**config.mk**
```make
export PLATFORM = sky130hd
export DESIGN_NAME = pipe_hazard_ctrl
export DESIGN_NICKNAME = d
export VERILOG_FILES = /design/src/rtl/pipe_ctrl_pkg.sv /design/src/rtl/pipe_fwd_unit.sv /design/src/rtl/pipe_hazard_ctrl.sv
export SDC_FILE = /design/constraint.sdc
export NUM_CORES = 1
export LEC_CHECK = 0
export BUFFER_PORTS_ARGS = -buffer_cell sky130_fd_sc_hd__buf_2
export CORE_MARGIN = 2
export CORE_UTILIZATION = 48
export CTS_CLUSTER_DIAMETER = 100
export CTS_CLUSTER_SIZE = 14
export DETAILED_ROUTE_END_ITERATION = 8
export GPL_TIMING_DRIVEN = 0
export HOLD_SLACK_MARGIN = 0.08
export MAX_ROUTING_LAYER = met4
export PLACE_DENSITY = 0.95
export SLEW_MARGIN = 15
export SYNTH_ARGS = -nofsm -noshare
export SYNTH_HDL_FRONTEND = slang
export SYNTH_HIERARCHICAL = 1
export SYNTH_SLANG_ARGS = --single-unit
export TNS_END_PERCENT = 30
```
**constraint.sdc**
```tcl
create_clock -name clk -period 2.7 [get_ports clk]
set_clock_uncertainty 0.1 [all_clocks]
set_input_delay 0.54 -clock clk [delete_from_list [all_inputs] [get_ports clk]]
set_output_delay 0.54 -clock clk [all_outputs]
set_load 0.05 [all_outputs]
```
**src/rtl/pipe_ctrl_pkg.sv**
```systemverilog
// Shared types and constants for the pipeline sequencing controller.
package pipe_ctrl_pkg;

    typedef enum logic [1:0] {
        RUN      = 2'b00,
        MEM_WAIT = 2'b01,
        HALT     = 2'b10
    } state_t;

    localparam logic [1:0] FWD_RF  = 2'b00;
    localparam logic [1:0] FWD_MEM = 2'b01;
    localparam logic [1:0] FWD_WB  = 2'b10;

    localparam logic [4:0] BROP_JUMP = 5'b11111;

    localparam int REG_AW_DEF = 5;

    // jal/jalr decode helper for the EX-stage redirect source
    function automatic logic is_jump(input logic [4:0] brop);
        return brop == BROP_JUMP;
    endfunction

endpackage

```
**src/rtl/pipe_fwd_unit.sv**
```systemverilog
// EX-stage operand forwarding selects; MEM result beats WB result, x0 never forwards.
module pipe_fwd_unit
    import pipe_ctrl_pkg::*;
#(
    parameter int REG_AW = REG_AW_DEF
) (
    input  logic [REG_AW-1:0] ex_rs1,
    input  logic [REG_AW-1:0] ex_rs2,
    input  logic [REG_AW-1:0] mem_rd,
    input  logic              mem_we,
    input  logic              mem_load,
    input  logic [REG_AW-1:0] wb_rd,
    input  logic              wb_we,
    output logic [1:0]        fwd_a,
    output logic [1:0]        fwd_b
);

    // A load's data is not ready in MEM, so only ALU results forward from there
    function automatic logic [1:0] fwd_sel(input logic [REG_AW-1:0] rs);
        if (mem_we && !mem_load && (mem_rd != '0) && (mem_rd == rs))
            return FWD_MEM;
        else if (wb_we && (wb_rd != '0) && (wb_rd == rs))
            return FWD_WB;
        else
            return FWD_RF;
    endfunction

    assign fwd_a = fwd_sel(ex_rs1);
    assign fwd_b = fwd_sel(ex_rs2);

endmodule

```
**src/rtl/pipe_hazard_ctrl.sv**
```systemverilog
// Pipeline sequencing controller: stalls, flushes, memory waits, halt and forwarding.
// Optional PIPE_HAZARD_PERF_EN adds saturating performance counters.
module pipe_hazard_ctrl
    import pipe_ctrl_pkg::*;
#(
    parameter int MEM_TIMEOUT = 16,
    parameter int REG_AW      = REG_AW_DEF
) (
    input  logic              clk,
    input  logic              rst_n,
    input  logic [REG_AW-1:0] id_rs1,
    input  logic [REG_AW-1:0] id_rs2,
    input  logic              id_use_rs1,
    input  logic              id_use_rs2,
    input  logic [REG_AW-1:0] ex_rd,
    input  logic              ex_load,
    input  logic              ex_we,
    input  logic              ex_redirect,
    input  logic              ex_sys,
    input  logic [REG_AW-1:0] ex_rs1,
    input  logic [REG_AW-1:0] ex_rs2,
    input  logic [REG_AW-1:0] mem_rd,
    input  logic              mem_we,
    input  logic              mem_load,
    input  logic              mem_store,
    input  logic [REG_AW-1:0] wb_rd,
    input  logic              wb_we,
    input  logic              dmem_ready,
    input  logic              resume,
    output logic              pc_en,
    output logic              if_id_en,
    output logic              id_ex_en,
    output logic              ex_mem_en,
    output logic              mem_wb_en,
    output logic              if_id_flush,
    output logic              id_ex_flush,
    output logic              pc_sel_redirect,
    output logic [1:0]        fwd_a,
    output logic [1:0]        fwd_b,
    output logic              mem_err,
    output logic              halted
`ifdef PIPE_HAZARD_PERF_EN
    ,
    output logic [31:0]       perf_stall_cyc,
    output logic [31:0]       perf_flush_cnt,
    output logic [31:0]       perf_memwait_cyc
`endif
);

    state_t      state, state_nxt;
    logic [7:0]  wait_cnt, wait_cnt_nxt;
    logic        mem_err_nxt;
    logic [4:0]  stage_en;
    logic        timeout, mem_stall, load_use, halt_trig;
    logic        load_use_act, redirect_act;

    assign timeout   = (state == MEM_WAIT) && (wait_cnt == 8'(MEM_TIMEOUT));
    // On timeout the access is treated as done even though ready never came
    assign mem_stall = (mem_load | mem_store) & ~dmem_ready & ~timeout;
    assign load_use  = ex_load & ex_we & (ex_rd != '0) &
                       ((id_use_rs1 & (id_rs1 == ex_rd)) | (id_use_rs2 & (id_rs2 == ex_rd)));
    assign halt_trig = ex_sys & ~resume;

    always_ff @(posedge clk or negedge rst_n) begin
        if (!rst_n) begin
            state    <= RUN;
            wait_cnt <= '0;
            mem_err  <= 1'b0;
        end else begin
            state    <= state_nxt;
            wait_cnt <= wait_cnt_nxt;
            mem_err  <= mem_err_nxt;
        end
    end

    always_comb begin
        state_nxt       = state;
        wait_cnt_nxt    = wait_cnt;
        mem_err_nxt     = mem_err;
        stage_en        = 5'b11111;
        if_id_flush     = 1'b0;
        id_ex_flush     = 1'b0;
        pc_sel_redirect = 1'b0;
        load_use_act    = 1'b0;
        redirect_act    = 1'b0;
        case (state)
            RUN, MEM_WAIT: begin
                if (mem_stall) begin
                    stage_en = 5'b00000;
                    if (state == RUN) begin
                        state_nxt    = MEM_WAIT;
                        wait_cnt_nxt = 8'd1;
                    end else begin
                        wait_cnt_nxt = wait_cnt + 8'd1;
                    end
                end else begin
                    // Release cycle of a wait behaves as RUN so held redirect/sys act now
                    if (state == MEM_WAIT) begin
                        state_nxt    = RUN;
                        wait_cnt_nxt = '0;
                        if (timeout)
                            mem_err_nxt = 1'b1;
                    end
                    if (halt_trig) begin
                        stage_en    = 5'b00011;
                        id_ex_flush = 1'b1;
                        state_nxt   = HALT;
                    end else if (ex_redirect) begin
                        pc_sel_redirect = 1'b1;
                        if_id_flush     = 1'b1;
                        id_ex_flush     = 1'b1;
                        redirect_act    = 1'b1;
                    end else if (load_use) begin
                        stage_en     = 5'b00111;
                        id_ex_flush  = 1'b1;
                        load_use_act = 1'b1;
                    end
                end
            end
            HALT: begin
                stage_en = 5'b00000;
                if (resume)
                    state_nxt = RUN;
            end
            default: begin
                state_nxt    = RUN;
                wait_cnt_nxt = '0;
            end
        endcase
    end

    assign {pc_en, if_id_en, id_ex_en, ex_mem_en, mem_wb_en} = stage_en;
    assign halted = (state == HALT);

    pipe_fwd_unit #(
        .REG_AW (REG_AW)
    ) u_fwd (
        .ex_rs1   (ex_rs1),
        .ex_rs2   (ex_rs2),
        .mem_rd   (mem_rd),
        .mem_we   (mem_we),
        .mem_load (mem_load),
        .wb_rd    (wb_rd),
        .wb_we    (wb_we),
        .fwd_a    (fwd_a),
        .fwd_b    (fwd_b)
    );

`ifdef PIPE_HAZARD_PERF_EN
    function automatic logic [31:0] sat_inc(input logic [31:0] v);
        return (v == 32'hFFFF_FFFF) ? v : v + 32'd1;
    endfunction

    always_ff @(posedge clk or negedge rst_n) begin
        if (!rst_n) begin
            perf_stall_cyc   <= '0;
            perf_flush_cnt   <= '0;
            perf_memwait_cyc <= '0;
        end else begin
            if (load_use_act)
                perf_stall_cyc <= sat_inc(perf_stall_cyc);
            if (redirect_act)
                perf_flush_cnt <= sat_inc(perf_flush_cnt);
            if (state == MEM_WAIT)
                perf_memwait_cyc <= sat_inc(perf_memwait_cyc);
        end
    end
`endif

endmodule

```
==> results by group <==
Setup path
  – Worst reg-to-reg path cell count: 7
  – Critical Path RT: 2060 ps
  – Reg2Reg Setup Slack: 840 ps
  – Cell family with the largest share of critical-path delay: compound AO/OA/AOI/OAI gates
  – Crit path max fanout: 5
  – Startpoint types: flop
  – Crit path capture type: output port
  – R2r endpoint: wait_cnt[3]$_DFFE_PN0P_
  – CP Buf/Inv Count: 3
  – R2r startpoint: wait_cnt[0]$_DFFE_PN0P_
  – Critical path type: flop to output port
  – Slowest CP cell: dfrtp_1
  – Largest stage delay on the critical path: 400 ps
  – CP arrival: 1990 ps
  – Worst path cell trace: inv_1, ha_1, and4bb_4, a31oi_1, o32a_1, a31oi_2, buf_4, buf_6

Detailed routing
  – Routed vias/inst: 5.534
  – Via count: 1,306
  – Remaining DRCs: 0
  – Pre-antenna DRT Iters: 5
  – Final ANT Viol Nets: 0
  – DR WL/cell: 14.82 microns
  – Initial drt markers: 25
  – Routed wire length: 3498 microns

Min path
  – HP Start: resume
  – Hold Path End: state[1]$_DFFE_PN0P_
  – Hold Crit Depth: 2
  – Hold WC Path Type: input port to flop

STA
  – Final period util: 97.54%
  – Final Hold Vio Count: 0
  – Setup TNS Final: 0 ps
  – Post-layout min period: 2634 ps
  – Pins Over Slew Limit: 0
  – Hold_ws: 339.0 ps
  – Fmax: 379.7 MHz
  – Setup violators final: 0
  – Worst Tran Pin Value: 417.8 ps
  – Slew margin rel.: 71.91%

Floorplan
  – Die width: 52.89 microns
  – Initial Util: 51.37%
  – Core area: 2233 sq um
  – Chip height: 52.89 microns
  – # rows: 17
  – IO Pins: 63
  – Die area: 2797 sq um

Synthesis
  – Seq cells post-synth: 11
  – Synthesized instance count: 134
  – Mapped Area: 1147 sq um
  – Top_reg_cell synth: dfrtp_1
  – Post-Synthesis Net Count: 185
  – EDFF count, synth: 0
  – Yosys Warn Count: 6
  – Ys async rst share: 100.0%
  – Post-synth cell types: 38
  – Synth Area per Inst: 8.562 sq um
  – Part of the Yosys area used for sequential elements: 23.99%

GRT
  – Met1 Usage GRT: 29.07%
  – Initial antenna violation count: 0
  – Largest net degree at the start of global routing: 12
  – GR met2 Demand/Resource: 43.54%
  – Number of global-route vias before repair: 1,226
  – First-pass GRT wire length: 5154 microns
  – Most Crowded Layer GR: met2
  – Met3 usage: 4.520%
  – Gr ovfl total: 0
  – Total global-route track usage: 25.75%

Pwr
  – Clk pwr share: 20.0%
  – Reported net switching power: 224.0 uW
  – Maximum VDD drop: 0.3862 mV
  – Sequential Power Share: 31.3%
  – Switch share: 39.21%
  – Pwr Density: 345.6 nW/um^2
  – Pwr Total: 571.2 uW
  – Lkg Pwr: 0.0007450 uW
  – Logic pwr share: 48.8%
  – Internal: 347.2 uW

CTS
  – Clk Latency, worst-skew pair: 270 ps
  – Num CTS Buffers: 3
  – Max clock buf depth: 2
  – Htree depth: 1
  – Root Buffer: clkbuf_4
  – CTS tree: yes
  – Clk slew on worst S/H paths: 70 ps
  – Sink Count: 11

Layout
  – Synth-to-Final Area Change: 44.06%
  – Most frequent cells in the layout: 57 x buf_2, 29 x xnor2_1, 12 x nand2_1, 11 x buf_4, 11 x dfrtp_1
  – # nets final: 260
  – Share of layout cells above drive strength 1: 44.23%
  – Commonest non-fill, non-tap cell in the layout: buf_2
  – Antenna Diode Count: 0
  – Fillers: 181
  – Layout Utilization: 74.01%

Placement
  – Post-DP HPWL: 2664 microns
  – I/O Buffers: 62
  – GPL Wtd Cong: 0.8720

Status
  – Outcome: complete, no violations

Run
  – Max-Cap Viols: 0
[power by group through the flow]
stage | Clock [uW] | Combinational (uW) | Sequential, uW
6_report | 114 | 278 | 179
5_1_grt | 124 | 297 | 179
4_1_cts | 114 | 253 | 180
3_5_place_dp | 0 | 250 | 183
3_3_place_gp | 0 | 244 | 182
2_1_floorplan | 0 | 165 | 180
[worst max path at each step]
stage	from	end	slack [ps]	depth (start not counted)
after global placement	mem_rd[3]	fwd_a[1]	40	6
after detailed placement	mem_rd[3]	fwd_a[1]	-2	6
after floorplan	mem_we	fwd_a[1]	-90	4
final	wait_cnt[0]$_DFFE_PN0P_	pc_en	70	8
after global routing	wait_cnt[0]$_DFFE_PN0P_	pc_en	-20	8
after CTS	mem_rd[3]	fwd_a[1]	2	6
[synth_stat cells, types with 2 or more instances]
cell type	instances	share of area (%)
nor2b_1	2	1.1
dfrtp_1	11	24
nor2_1	7	2.3
and3_1	3	1.6
or4_1	2	1.3
o22ai_1	3	1.6
inv_1	5	1.6
o21ai_0	2	0.87
xnor2_1	29	22
buf_4	3	2.0
nand2_1	12	3.9
nor3_1	2	0.87
nor4_1	4	2.2
ha_1	2	2.2
a21oi_1	2	0.87
xor2_1	7	5.3
nand4_1	5	2.7
clkbuf_1	2	0.65
a31oi_1	3	1.6
a31o_2	2	1.5
nand3_1	9	3.9
[repair_timing]
item	4_1_cts	5_1_grt
setup endpoints to repair	1	7
gates resized for setup	1	7
hold buffers	1	0
pin swaps	0	3
setup buffers	0	7
endpoints found under the hold margin	11	0
[registers in the layout (all words and copies together), names as in the netlist]
name and cells:
mem_err 1, wait_cnt 8, state 2
[cell type report]
class | instances | area, sq um | share of cell area [%]
Multi-Input combinational cell | 112 | 863.3 | 52.23
Timing Repair Buffer | 70 | 392.9 | 23.77
Sequential cell | 11 | 275.3 | 16.65
Buffer | 6 | 41.29 | 2.498
Tap cell | 28 | 35.03 | 2.120
Clock buffer | 4 | 26.28 | 1.590
Inverter | 5 | 18.77 | 1.136
[routing by layer]
| metal | up-vias | part of all wire, % |
|---|---|---|
| met3 | 14 | 6.5 |
| met4 | 0 | 3.0 |
| met1 | 600 | 38 |
| li1 | 619 | - |
| met2 | 73 | 52 |
| met5 | - | 0 |
[logic make-up (layout without fill, tap and decap cells)]
kind of cell / after synthesis / in the layout / synth area share (%)
buffers and inverters: 11 / 85 / 5.235
DFF: 11 / 11 / 23.99
muxes: 1 / 1 / 0.9814
xor gates and xnor gates: 36 / 36 / 27.48
AOI/OAI and AO/OA: 22 / 22 / 14.94
and+or+nand+nor: 51 / 51 / 25.19
adders and majority gates: 2 / 2 / 2.181
[stage by stage]
stage | worst slack, ps | area (sq um) | instances
6_report | 66.47 | 1653 | 236
5_1_grt | -17.29 | 1653 | 236
4_1_cts | 1.714 | 1583 | 229
3_5_place_dp | -1.694 | 1544 | 224
3_3_place_gp | 42.15 | 1544 | 224
2_1_floorplan | -92.50 | 1199 | 134
No activity file was read; power rests on OpenSTA's default activity.
